File: config.mk
export PLATFORM = sky130hd
export DESIGN_NAME = pe_dot_sequencer
export DESIGN_NICKNAME = d
export VERILOG_FILES = /design/src/rtl/pe_dot_sequencer.sv
export SDC_FILE = /design/constraint.sdc
export NUM_CORES = 1
export LEC_CHECK = 0
export CORE_UTILIZATION = 44
export CTS_BUF_LIST = sky130_fd_sc_hd__clkbuf_8
export DETAILED_ROUTE_END_ITERATION = 10
export GPL_TIMING_DRIVEN = 0
export PLACE_DENSITY_LB_ADDON = 0.25
export REMOVE_ABC_BUFFERS = 1
export SLEW_MARGIN = 10
export SYNTH_ARGS = -nofsm -noshare
export SYNTH_HDL_FRONTEND = slang
export SYNTH_SLANG_ARGS = --single-unit
File: constraint.sdc
create_clock -name clk -period 3.9 [get_ports clk]
set_input_delay 0.975 -clock clk [delete_from_list [all_inputs] [get_ports clk]]
set_output_delay 0.975 -clock clk [all_outputs]
set_load 0.02 [all_outputs]
File: src/rtl/pe_dot_sequencer.sv
// Dot-product command sequencer for the vec_mul PE: streams operand chunks, sums PE partials, returns the result.
// Optional output clamping is enabled by defining PE_SEQ_SAT_EN; otherwise the result wraps.
module pe_dot_sequencer #(
    parameter int C          = 4,
    parameter int W_X        = 8,
    parameter int W_K        = 8,
    parameter int W_Y        = W_X + W_K + $clog2(C),
    parameter int MAX_CHUNKS = 16,
    parameter int W_O        = W_Y
) (
    input  logic                            clk,
    input  logic                            rst,
    input  logic                            cmd_valid,
    output logic                            cmd_ready,
    input  logic [$clog2(MAX_CHUNKS+1)-1:0] cmd_len,
    input  logic                            s_valid,
    output logic                            s_ready,
    input  logic [C-1:0][W_X-1:0]           s_x,
    input  logic [C-1:0][W_K-1:0]           s_k,
    output logic                            pe_enable,
    output logic [C-1:0][W_X-1:0]           pe_x,
    output logic [C-1:0][W_K-1:0]           pe_k,
    input  logic signed [W_Y-1:0]           pe_y,
    input  logic                            pe_valid,
    output logic                            m_valid,
    input  logic                            m_ready,
    output logic signed [W_O-1:0]           m_data,
    output logic                            m_sat,
    output logic                            err
);

    localparam int W_LEN = $clog2(MAX_CHUNKS + 1);
    localparam int W_ACC = W_Y + $clog2(MAX_CHUNKS);

    typedef enum logic [1:0] {
        IDLE   = 2'd0,
        STREAM = 2'd1,
        DRAIN  = 2'd2,
        OUT    = 2'd3
    } state_t;

    state_t                   state_reg, state_next;
    logic [W_LEN-1:0]         len_reg, len_next;
    logic [W_LEN-1:0]         issue_cnt_reg, issue_cnt_next;
    logic [W_LEN-1:0]         recv_cnt_reg, recv_cnt_next;
    logic signed [W_ACC-1:0]  acc_reg, acc_next;
    logic [C-1:0][W_X-1:0]    pe_x_reg, pe_x_next;
    logic [C-1:0][W_K-1:0]    pe_k_reg, pe_k_next;
    logic                     pe_enable_reg, pe_enable_next;
    logic signed [W_O-1:0]    m_data_reg, m_data_next;
    logic                     m_sat_reg, m_sat_next;
    logic                     err_reg, err_next;

    logic                     cmd_fire;
    logic                     s_fire;
    logic                     last_result;
    logic signed [W_ACC-1:0]  acc_sum;
    logic signed [W_O-1:0]    res_data;
    logic                     res_sat;

    assign cmd_ready = (state_reg == IDLE);
    assign s_ready   = (state_reg == STREAM) && (issue_cnt_reg < len_reg);
    assign m_valid   = (state_reg == OUT);
    assign pe_enable = pe_enable_reg;
    assign pe_x      = pe_x_reg;
    assign pe_k      = pe_k_reg;
    assign m_data    = m_data_reg;
    assign m_sat     = m_sat_reg;
    assign err       = err_reg;

    assign cmd_fire    = cmd_valid && cmd_ready;
    assign s_fire      = s_valid && s_ready;
    assign last_result = pe_valid && (W_LEN'(recv_cnt_reg + 1'b1) == len_reg);

    // Running sum including the partial arriving this cycle; on the last result this is the final value.
    assign acc_sum = acc_reg + W_ACC'(pe_y);

`ifdef PE_SEQ_SAT_EN
    generate
        if (W_O < W_ACC) begin : g_clamp
            logic [W_ACC-W_O:0] top_bits;
            // The value fits when every bit above the output sign bit equals it.
            assign top_bits = acc_sum[W_ACC-1:W_O-1];
            assign res_sat  = !((&top_bits) || !(|top_bits));
            assign res_data = !res_sat        ? acc_sum[W_O-1:0] :
                              acc_sum[W_ACC-1] ? {1'b1, {(W_O-1){1'b0}}} :
                                                 {1'b0, {(W_O-1){1'b1}}};
        end else begin : g_no_clamp
            assign res_data = W_O'(acc_sum);
            assign res_sat  = 1'b0;
        end
    endgenerate
`else
    logic unused_acc_bits;
    assign unused_acc_bits = ^acc_sum;
    assign res_data        = W_O'(acc_sum);
    assign res_sat         = 1'b0;
`endif

    always_comb begin
        state_next     = state_reg;
        len_next       = len_reg;
        issue_cnt_next = issue_cnt_reg;
        recv_cnt_next  = recv_cnt_reg;
        acc_next       = acc_reg;
        pe_x_next      = pe_x_reg;
        pe_k_next      = pe_k_reg;
        pe_enable_next = 1'b0;
        m_data_next    = m_data_reg;
        m_sat_next     = m_sat_reg;
        err_next       = err_reg;

        unique case (state_reg)
            IDLE: begin
                if (pe_valid) begin
                    err_next = 1'b1;
                end
                if (cmd_fire) begin
                    len_next       = cmd_len;
                    acc_next       = '0;
                    issue_cnt_next = '0;
                    recv_cnt_next  = '0;
                    if (cmd_len == '0) begin
                        state_next  = OUT;
                        m_data_next = '0;
                        m_sat_next  = 1'b0;
                    end else begin
                        state_next = STREAM;
                    end
                end
            end

            STREAM, DRAIN: begin
                if (s_fire) begin
                    pe_x_next      = s_x;
                    pe_k_next      = s_k;
                    pe_enable_next = 1'b1;
                    issue_cnt_next = W_LEN'(issue_cnt_reg + 1'b1);
                end
                if (pe_valid) begin
                    acc_next      = acc_sum;
                    recv_cnt_next = W_LEN'(recv_cnt_reg + 1'b1);
                end
                // Results never outrun issues, so the last result always lands in DRAIN.
                if (last_result) begin
                    state_next  = OUT;
                    m_data_next = res_data;
                    m_sat_next  = res_sat;
                end else if ((state_reg == STREAM) && (issue_cnt_next == len_reg)) begin
                    state_next = DRAIN;
                end
            end

            OUT: begin
                if (pe_valid) begin
                    err_next = 1'b1;
                end
                if (m_ready) begin
                    state_next = IDLE;
                end
            end

            default: state_next = IDLE;
        endcase
    end

    always_ff @(posedge clk or posedge rst) begin
        if (rst) begin
            state_reg     <= IDLE;
            len_reg       <= '0;
            issue_cnt_reg <= '0;
            recv_cnt_reg  <= '0;
            acc_reg       <= '0;
            pe_x_reg      <= '0;
            pe_k_reg      <= '0;
            pe_enable_reg <= 1'b0;
            m_data_reg    <= '0;
            m_sat_reg     <= 1'b0;
            err_reg       <= 1'b0;
        end else begin
            state_reg     <= state_next;
            len_reg       <= len_next;
            issue_cnt_reg <= issue_cnt_next;
            recv_cnt_reg  <= recv_cnt_next;
            acc_reg       <= acc_next;
            pe_x_reg      <= pe_x_next;
            pe_k_reg      <= pe_k_next;
            pe_enable_reg <= pe_enable_next;
            m_data_reg    <= m_data_next;
            m_sat_reg     <= m_sat_next;
            err_reg       <= err_next;
        end
    end

endmodule

==> run_results.csv <==
group,metric,value,unit
run_status,outcome,"finished clean",
worst_setup_path,endpoint,"s_ready",
sta,timing.fmax,274,MHz
clocking,cts_made_buffers,17,
pwr,power.total,7.30,mW
worst_setup_path,cp.required,2920,ps
sta,grt_setup_unrepaired,"false",
cells_and_area,final_nets,963,
sta,holdWs,476,ps
global_routing,grt_pass1_wl,25100,um
synthesis,syn_inst,668,
clocking,cts_hold_buf,0,
synthesis,ys_ff_latch,119,
floorplanning,pin_count,181,
floorplanning,die_x,118,um
flow_run,max-cap-violations,0,
sta,worst_pin_slew,1220,ps
worst_setup_path,timing.rr.start,"state_reg[0]",
cells_and_area,area_growth,40.9,%
global_routing,met1_usage,0.270,
sta,fin_skew,7.28,ps
synthesis,synth_area_per_cell,8.88,um2
clocking,clock-sinks,119,
synthesis,yosysTopAreaCell,"dfrtp_1",
placed_design,gp_congestion,0.836,
worst_setup_path,worstPathMaxFanout,6,
sta,setup_slack,250,ps
cells_and_area,final_cells,1031,
drt,drt_pre_antenna_iters,7,
worst_setup_path,crit_path_end_kind,"output pin",
sta,finalMaxSlewViolations,0,
placed_design,io_buffers,179,
drt,drt-total-wl,15000,um
drt,routed_via_density,5.14,
cells_and_area,design_area,8360,um2
synthesis,synth.distinct_cells,52,
drt,vias,5304,
clocking,clkLatencyLatePin,450,ps
worst_setup_path,cp-start-kind,"flip-flop",
drt,drc,0,
global_routing,antenna_found_initial,0,
synthesis,synth_top_area_share,0.502,
worst_setup_path,reg2reg_depth,7,
floorplanning,chipHeight,118,um
pwr,cellLeakagePower,3.94,nW
floorplanning,num_rows,42,
synthesis,synth_edf_count,0,
placed_design,place_area,7900,um2
sta,relSlewSlack,0.185,
placed_design,pre_cts_ws,234,ps
pwr,vdd_drop_max,0.408,mV
worst_setup_path,slowest_stage,"clkdlybuf4s50_1",
clocking,cts-htree-levels,4,
clocking,clockBufferDepth,2,
global_routing,grt_pass1_vias,5257,
synthesis,syn_area,5930,um2
cells_and_area,antenna_cells,0,
floorplanning,die_area,14000,um2
worst_setup_path,cp_slowest_stage_delay,670,ps
drt,ant_nets,0,
global_routing,grt_max_degree,66,
sta,hold_viol,0,
synthesis,yosys-top-cells-area,"dfrtp_1 50%, nand2_1 16%, ha_1 5.7%, o21ai_0 4.3%, xnor2_1 1.9%",
pwr,power.density,873,nW/um2
worst_setup_path,crit_path_start,"len_reg[2]",
placed_design,place_hpwl,10600,um
hold_path,worstHoldPathType,"flip-flop to flip-flop",
sta,setup-tns-final,0,ps
sta,setup_viol,0,
drt,wl_per_cell,14.6,um
sta,finalCritPeriodShare,0.936,
drt,drt_iter0_drc,339,
synthesis,synthFlopType,"dfrtp_1",
global_routing,overflow,0,
placed_design,dp.cells,999,
global_routing,grt_usage,0.227,
synthesis,async_flop_share,1.00,
floorplanning,coreArea,13200,um2
floorplanning,initial_core_util,0.450,
clocking,cts_tree,"yes",
worst_setup_path,r2r-end,"pe_k[13]",
sta,final.min_clock_period,3650,ps
synthesis,seq_area_frac_synth,0.502,
synthesis,yosys_warnings,0,
global_routing,use_met3,0.101,
worst_setup_path,path_class,"flip-flop to output pin",
cells_and_area,final_util,0.634,
clocking,cts.root.buffer_cell,"clkbuf_8",
global_routing,use_met2,0.355,
worst_setup_path,worstPathArrival,2680,ps
worst_setup_path,path_cells,"inv_1, ha_1, a211oi_1, o21ai_1, a211oi_2, clkdlybuf4s50_1",
worst_setup_path,ff2ff_setup_slack,340,ps
clocking,path_clk_slew,70,ps
cells_and_area,final.fill_count,1076,
global_routing,grt.busiest_layer,"met2",
cells_and_area,drive_above_1_share,0.0620,
## cell type report
class	count	area, um2	share of cell area
inverter	16	65.1	0.00778
timing repair buffer	181	1840	0.220
clock buffer	21	289	0.0346
tap	176	220	0.0263
sequential	119	2980	0.356
multi-input combinational	507	2800	0.335
clock inverter	11	170	0.0204
## critical path, delay by kind of cell (launching register included)
family                   cells  cell delay [ps]
AO/OA/AOI/OAI                3              700
adder cells (fa/ha/maj)      1              310
buffers and inverters        2              750
flip-flops                   1              470
## routing by layer
layer	up-vias	share of wire
met5	-	0
met4	0	0.022
met3	28	0.096
met2	194	0.47
met1	2513	0.41
li1	2569	-
## Yosys cell counts (all sizes together) (3+ instances only)
cell and instances:
nand4 4, buf 9, a21o 7, nor2 23, mux2 13, a21oi 16, nand3 11, nor3 6
a31oi 5, nor2b 3, o31ai 4, dfrtp 119, o21a 3, inv 16, o21ai 54, xnor2 13
nand2 259, o21bai 4, clkbuf 17, and2 3, xor2 13, a211oi 8, ha 27
## cell families after synthesis
group | Yosys count | share of synthesized area
flip-flops | 119 | 0.502
AO/OA/AOI/OAI | 117 | 0.122
AND/OR/NAND/NOR | 320 | 0.216
other | 1 | 0.000632
buffers and inverters | 42 | 0.0291
multiplexers | 15 | 0.0318
adder cells (fa/ha/maj) | 28 | 0.0603
XOR/XNOR | 26 | 0.0384
## worst min-delay path by stage
stage,startpoint,depth (start not counted),to
floorplan,acc_reg[3],2,acc_reg[3]
global placement,err,1,err
detailed placement,pe_x[16],2,pe_x[16]
CTS,err,1,err
global route,pe_k[9],2,pe_k[9]
finish,pe_x[29],2,pe_x[29]
## placed cells by master (no fill, tap or decap), types with 5 or more instances in the layout
cell	netlist	layout
nand2_1	259	259
a211oi_1	8	7
inv_1	16	15
clkdlybuf4s50_1	0	179
nor3_1	6	6
o21ai_0	51	51
dfrtp_1	119	119
a21oi_1	15	15
mux2_2	7	7
ha_1	27	27
nor2_1	23	23
mux2_4	6	6
a21o_1	7	7
a31oi_1	5	5
xor2_1	13	13
clkbuf_8	0	21
xnor2_1	13	13
nand3_1	11	10
## repair_timing
item                                    CTS  global route
gates resized for setup                   0             1
endpoints found under the setup margin    0            39
setup buffers                             0             0
## power by group
part	internal [mW]	leakage, nW	switching [mW]
clock network	0.765	0.230	0.510
logic	1.67	2.19	2.26
registers	1.76	1.52	0.332
Note: power is estimated with default switching activity, not from simulation.
